**src/rtl/fetch_sequencer.sv**
```systemverilog
// Fetch-path control FSM: strobes PC->MAR->PM->MDR->IR and presents the IR to decode with valid/ready.
// Latency: start to first fetch_valid is 6 cycles; 5 cycles per instruction after each accept.
// Backpressure: PRESENT holds with stable strobes until out_ready; load_req is ignored while busy and must be held.
// Optional feature: define FETCH_SEQ_REDIRECT_EN to add redirect/redirect_addr for non-sequential fetch.
module fetch_sequencer #(
    parameter int ADDR_W    = 5,
    parameter int LAST_ADDR = 31
) (
    input  logic              i_clk,
    input  logic              i_rst,
    input  logic              i_start,
    input  logic [ADDR_W-1:0] i_start_addr,
    input  logic              i_halt,
    input  logic              i_load_req,
    input  logic              i_out_ready,
`ifdef FETCH_SEQ_REDIRECT_EN
    input  logic              i_redirect,
    input  logic [ADDR_W-1:0] i_redirect_addr,
`endif
    output logic              o_load_ack,
    output logic              o_fetch_valid,
    output logic [ADDR_W-1:0] o_cur_addr,
    output logic [ADDR_W-1:0] o_pc_addr_out,
    output logic              o_pc_wr,
    output logic              o_pc_rd,
    output logic              o_pc_ce,
    output logic              o_mar_wr,
    output logic              o_mar_rd,
    output logic              o_pm_rd,
    output logic              o_pm_wr,
    output logic              o_mdr_wr,
    output logic              o_mdr_rd,
    output logic              o_ir_wr,
    output logic              o_ir_rd,
    output logic              o_busy,
    output logic              o_done,
    output logic [7:0]        o_fetch_count
);

    typedef enum logic [2:0] {
        S_IDLE      = 3'd0,
        S_LOAD_PC   = 3'd1,
        S_PC_TO_MAR = 3'd2,
        S_MEM_READ  = 3'd3,
        S_MDR_LATCH = 3'd4,
        S_IR_LATCH  = 3'd5,
        S_PRESENT   = 3'd6,
        S_PM_WRITE  = 3'd7
    } state_t;

    localparam logic [ADDR_W-1:0] LP_LAST = ADDR_W'(LAST_ADDR);

    state_t            r_state;
    state_t            w_next;
    logic [ADDR_W-1:0] r_cur_addr;
    logic [ADDR_W-1:0] r_pc_addr;
    logic [7:0]        r_fetch_count;
    logic              r_halt_pending;
    logic              r_done;
    logic              w_accept;
    logic              w_end_run;
    logic              w_redir;

    // Next-state and strobe decode; strobes follow the registered state, pc_ce also needs the accept.
    always_comb begin
        w_next        = r_state;
        w_accept      = 1'b0;
        w_end_run     = 1'b0;
        w_redir       = 1'b0;
        o_pc_wr       = 1'b0;
        o_pc_rd       = 1'b0;
        o_pc_ce       = 1'b0;
        o_mar_wr      = 1'b0;
        o_mar_rd      = 1'b0;
        o_pm_rd       = 1'b0;
        o_pm_wr       = 1'b0;
        o_mdr_wr      = 1'b0;
        o_mdr_rd      = 1'b0;
        o_ir_wr       = 1'b0;
        o_ir_rd       = 1'b0;
        o_load_ack    = 1'b0;
        o_fetch_valid = 1'b0;
        case (r_state)
            S_IDLE: begin
                // start wins over a simultaneous load request
                if (i_start) begin
                    w_next = S_LOAD_PC;
                end else if (i_load_req) begin
                    w_next = S_PM_WRITE;
                end
            end
            S_PM_WRITE: begin
                o_pm_wr    = 1'b1;
                o_load_ack = 1'b1;
                w_next     = S_IDLE;
            end
            S_LOAD_PC: begin
                o_pc_wr = 1'b1;
                w_next  = S_PC_TO_MAR;
            end
            S_PC_TO_MAR: begin
                o_pc_rd  = 1'b1;
                o_mar_wr = 1'b1;
                w_next   = S_MEM_READ;
            end
            S_MEM_READ: begin
                o_mar_rd = 1'b1;
                o_pm_rd  = 1'b1;
                w_next   = S_MDR_LATCH;
            end
            S_MDR_LATCH: begin
                o_pm_rd  = 1'b1;
                o_mdr_wr = 1'b1;
                w_next   = S_IR_LATCH;
            end
            S_IR_LATCH: begin
                o_mdr_rd = 1'b1;
                o_ir_wr  = 1'b1;
                w_next   = S_PRESENT;
            end
            S_PRESENT: begin
                o_ir_rd       = 1'b1;
                o_fetch_valid = 1'b1;
                if (i_out_ready) begin
                    w_accept = 1'b1;
                    // halt (pending or arriving now) beats redirect; redirect skips the end-address check
                    if (r_halt_pending || i_halt) begin
                        w_end_run = 1'b1;
`ifdef FETCH_SEQ_REDIRECT_EN
                    end else if (i_redirect) begin
                        w_redir = 1'b1;
`endif
                    end else if (r_cur_addr == LP_LAST) begin
                        w_end_run = 1'b1;
                    end
                    o_pc_ce = !w_redir;
                    if (w_end_run) begin
                        w_next = S_IDLE;
                    end else if (w_redir) begin
                        w_next = S_LOAD_PC;
                    end else begin
                        w_next = S_PC_TO_MAR;
                    end
                end
            end
            default: w_next = S_IDLE;
        endcase
    end

    // State, address tracking, halt latch, run counter and end-of-run pulse.
    always_ff @(posedge i_clk) begin
        if (i_rst) begin
            r_state        <= S_IDLE;
            r_cur_addr     <= '0;
            r_pc_addr      <= '0;
            r_fetch_count  <= '0;
            r_halt_pending <= 1'b0;
            r_done         <= 1'b0;
        end else begin
            r_state <= w_next;
            r_done  <= w_end_run;
            if (r_state == S_IDLE) begin
                if (i_start) begin
                    r_cur_addr     <= i_start_addr;
                    r_pc_addr      <= i_start_addr;
                    r_fetch_count  <= '0;
                    r_halt_pending <= 1'b0;
                end
            end else if (i_halt) begin
                r_halt_pending <= 1'b1;
            end
            if (w_accept) begin
                r_fetch_count <= r_fetch_count + 8'd1;
`ifdef FETCH_SEQ_REDIRECT_EN
                if (w_redir) begin
                    r_cur_addr <= i_redirect_addr;
                    r_pc_addr  <= i_redirect_addr;
                end else begin
                    r_cur_addr <= r_cur_addr + 1'b1;
                end
`else
                r_cur_addr <= r_cur_addr + 1'b1;
`endif
            end
        end
    end

    assign o_busy        = (r_state != S_IDLE);
    assign o_done        = r_done;
    assign o_cur_addr    = r_cur_addr;
    assign o_pc_addr_out = r_pc_addr;
    assign o_fetch_count = r_fetch_count;

endmodule

```
**config.mk**
```make
export PLATFORM = sky130hd
export DESIGN_NAME = fetch_sequencer
export DESIGN_NICKNAME = d
export VERILOG_FILES = /design/src/rtl/fetch_sequencer.sv
export SDC_FILE = /design/constraint.sdc
export NUM_CORES = 1
export LEC_CHECK = 0
export BUFFER_PORTS_ARGS = -buffer_cell sky130_fd_sc_hd__buf_2
export CORE_AREA = 4 4 49 69
export CTS_CLUSTER_SIZE = 12
export DETAILED_ROUTE_END_ITERATION = 8
export DIE_AREA = 0 0 53 73
export PLACE_DENSITY_LB_ADDON = 0.05
export SLEW_MARGIN = 25
export SYNTH_ARGS = -nofsm -noshare
export SYNTH_HDL_FRONTEND = slang
export SYNTH_SLANG_ARGS = --single-unit
```
**constraint.sdc**
```tcl
create_clock -name i_clk -period 1.6 [get_ports i_clk]
set_input_delay 0.24 -clock i_clk [delete_from_list [all_inputs] [get_ports i_clk]]
set_output_delay 0.24 -clock i_clk [all_outputs]
set_load 0.05 [all_outputs]
```
==> metrics.csv <==
metric,value,unit
status,"complete, no violations",
cts_sinks,23,
first_pass_iters,4,
fmaxAchievable,654,MHz
cts_buffers,3,
pwr-share-comb,0.378,
required,1.36,ns
skew,0.00168,ns
rows,23,
power_frac_clock,0.220,
dieArea,3870,um2
initial_core_util,0.416,
final_layout_size_suffix_gt1_frac,0.474,
synthTopCellsByCount,"23 x dfxtp_1, 23 x nand2_1, 11 x nand3_1",
drt_iter0_markers,14,
cap_violations,0,
clk_path_buf_depth,2,
cp-end-kind,output pin,
yosys.area.top_type,dfxtp_1,
die_w,53,um
clkTransAtPathRegs,0.08,ns
hp-start,i_start_addr[3],
synth.avg_cell_area,8.11,um2
power.internal,0.000996,W
hold_depth,3,
p_sw_frac,0.389,
synthCells,143,
antenna_left,0,
p_leak,0.732,nW
worst_ir_drop_vdd,0.651,mV
synth_edf_count,0,
sequentialPowerShare,0.403,
cts_tree,done,
rsz0062_at_grt,true,
powerDensity,972,nW/um2
stdcell_area,1680,um2
worstReg2RegEnd,r_state[1],
worstSetupStartpoint,r_state[0],
antenna_cells,0,
final_nets,209,
critPathMaxStageDelay,0.39,ns
slew_violations,0,
worst_pin_slew,0.288,ns
p_total,0.00163,W
synth-main-ff-cell,dfxtp_1,
period_needed,1.53,ns
dp_hpwl,2.29,mm
finalHoldViolCount,0,
io_buffers,43,
r2r_start,o_cur_addr[0],
coreArea,2790,um2
die-height,73,um
ys_ff_latch,23,
ys_seq_area_frac,0.397,
fin_util,0.601,
dp.cells,223,
synth_top_area_frac,0.397,
syn-num-nets,157,
critical_path_class,reg -> out,
place.gp.congestion,0.761,
ios,44,
grt_max_degree,18,
worst-r2r-cell-count,6,
placed_area,1480,um2
synth.area.top_cells,"dfxtp_1 40%, nand2_1 7.4%, nand3_1 4.7%",
yosysWarnings,0,
cts-root-buf,clkbuf_8,
grt_pass1_wl,5.00,mm
ys_types,35,
first_global_vias,1085,
wl,3.19,mm
path_max_fanout,8,
drc,0,
crit_top_cell,buf_4,
gr-total-overflow,0,
maxSlewHeadroom,0.807,
hold_class,in -> reg,
grt.total_usage,0.169,
switchingPower,0.000635,W
clk_latency,0.26,ns
post-route-period-util,0.956,
setup_viol,0,
synth.cell_area,1160,um2
synthArstFlopShare,0,
cp_slowest_cell,dfxtp_4,
syn2layout_area_growth,44.6,%
vias_per_cell,5.27,
cp-start-kind,flop,
stdcell_count,231,
vias,1218,
routedWlPerCell,13.8,um
crit_arrival,1.29,ns
antenna_found_initial,0,
holdPathEnd,o_pc_addr_out[3],
path_cells,buf_4 > nand2_1 > nor2_4 > buf_4,
ff2ff_setup_slack,0.07,ns
htree_levels,1,
routing by layer:
metal  global-route usage  routed length (um)  up-vias
met3               0.0327                 192        6
met1                0.214                1320      561
met5                    0                   0        -
met2                0.286                1640       40
met4               0.0483                  36        0
li1                     -                   -      611
layout by cell type, fill, tap and decap left out, drive strengths merged, types with 2 or more instances in the layout:
master | netlist | routed
mux2 | 3 | 3
o31ai | 3 | 3
nand3 | 11 | 11
a21oi | 9 | 9
o22ai | 2 | 2
or4 | 2 | 2
nand2 | 23 | 23
nor3 | 4 | 4
inv | 7 | 7
ha | 3 | 3
nand2b | 3 | 3
clkbuf | 5 | 3
a211oi | 2 | 2
nor2 | 7 | 7
and3 | 3 | 3
dfxtp | 23 | 23
mux2i | 2 | 2
o21ai | 3 | 3
buf | 8 | 60
a31oi | 5 | 5
or3 | 3 | 3
how the worst max path moves through the flow:
| stage | to | slack, ns | cells past startpoint |
|---|---|---|---|
| floorplan | o_pc_rd | -0.14 | 4 |
| finish | o_load_ack | 0.07 | 4 |
| global placement | r_state[1] | 0.01 | 6 |
| global route | o_pc_ce | -0.009 | 4 |
| detailed placement | r_state[1] | 0.01 | 6 |
| CTS | o_ir_rd | -0.03 | 4 |
state kept, by name, summed over array words and instances (netlist names):
| register | flops |
|---|---|
| o_pc_addr_out | 5 |
| o_fetch_count | 8 |
| r_state | 3 |
| o_cur_addr | 5 |
| o_done | 1 |
| r_halt_pending | 1 |
logic make-up (layout without fill, tap and decap cells):
| kind of cell | Yosys count | count (layout) | synth area share |
|---|---|---|---|
| compound gates | 30 | 30 | 0.166 |
| buf+inv | 20 | 71 | 0.0874 |
| xor+xnor | 1 | 1 | 0.00755 |
| flops | 23 | 23 | 0.397 |
| simple gates | 61 | 61 | 0.263 |
| mux | 5 | 5 | 0.0464 |
| fa+ha+maj | 3 | 3 | 0.0324 |
through the flow:
| stage | hold WS [ns] | worst slack, ns | setup TNS (ns) |
|---|---|---|---|
| floorplan | 0.376 | -0.144 | -0.241 |
| global placement | 0.440 | 0.0143 | 0 |
| detailed placement | 0.444 | 0.0117 | 0 |
| CTS | 0.222 | -0.0265 | -0.0528 |
| global route | 0.228 | -0.00859 | -0.0112 |
| finish | 0.227 | 0.0709 | 0 |
worst max-delay path, delay by kind of cell, from the launching register on:
kind	cells	cell delay (ns)
DFF	1	0.39
buffers and inverters	2	0.36
and+or+nand+nor	2	0.28
layout make-up:
class	count	area, um2
clock buffers	3	41.3
clock inverters	1	5.00
well taps	37	46.3
repair buffers	60	397
inverters	7	28.8
fillers	272	1110
flip-flops and latches	23	474
multi-input cells	100	684
power by group through the flow:
| stage | logic, W | registers (W) | clock network (W) |
|---|---|---|---|
| global route | 0.000656 | 0.000665 | 0.000394 |
| global placement | 0.000553 | 0.000661 | 0 |
| floorplan | 0.000358 | 0.000734 | 0 |
| CTS | 0.000568 | 0.000652 | 0.000371 |
| finish | 0.000616 | 0.000657 | 0.000358 |
| detailed placement | 0.000557 | 0.000664 | 0 |
what timing repair did:
action	in CTS	in global routing
hold buffers	0	0
gates resized for setup	10	33
buffers inserted	0	4
pin swaps	1	8
endpoints found under the setup margin	12	17
Note: power is estimated with default switching activity, not from simulation.
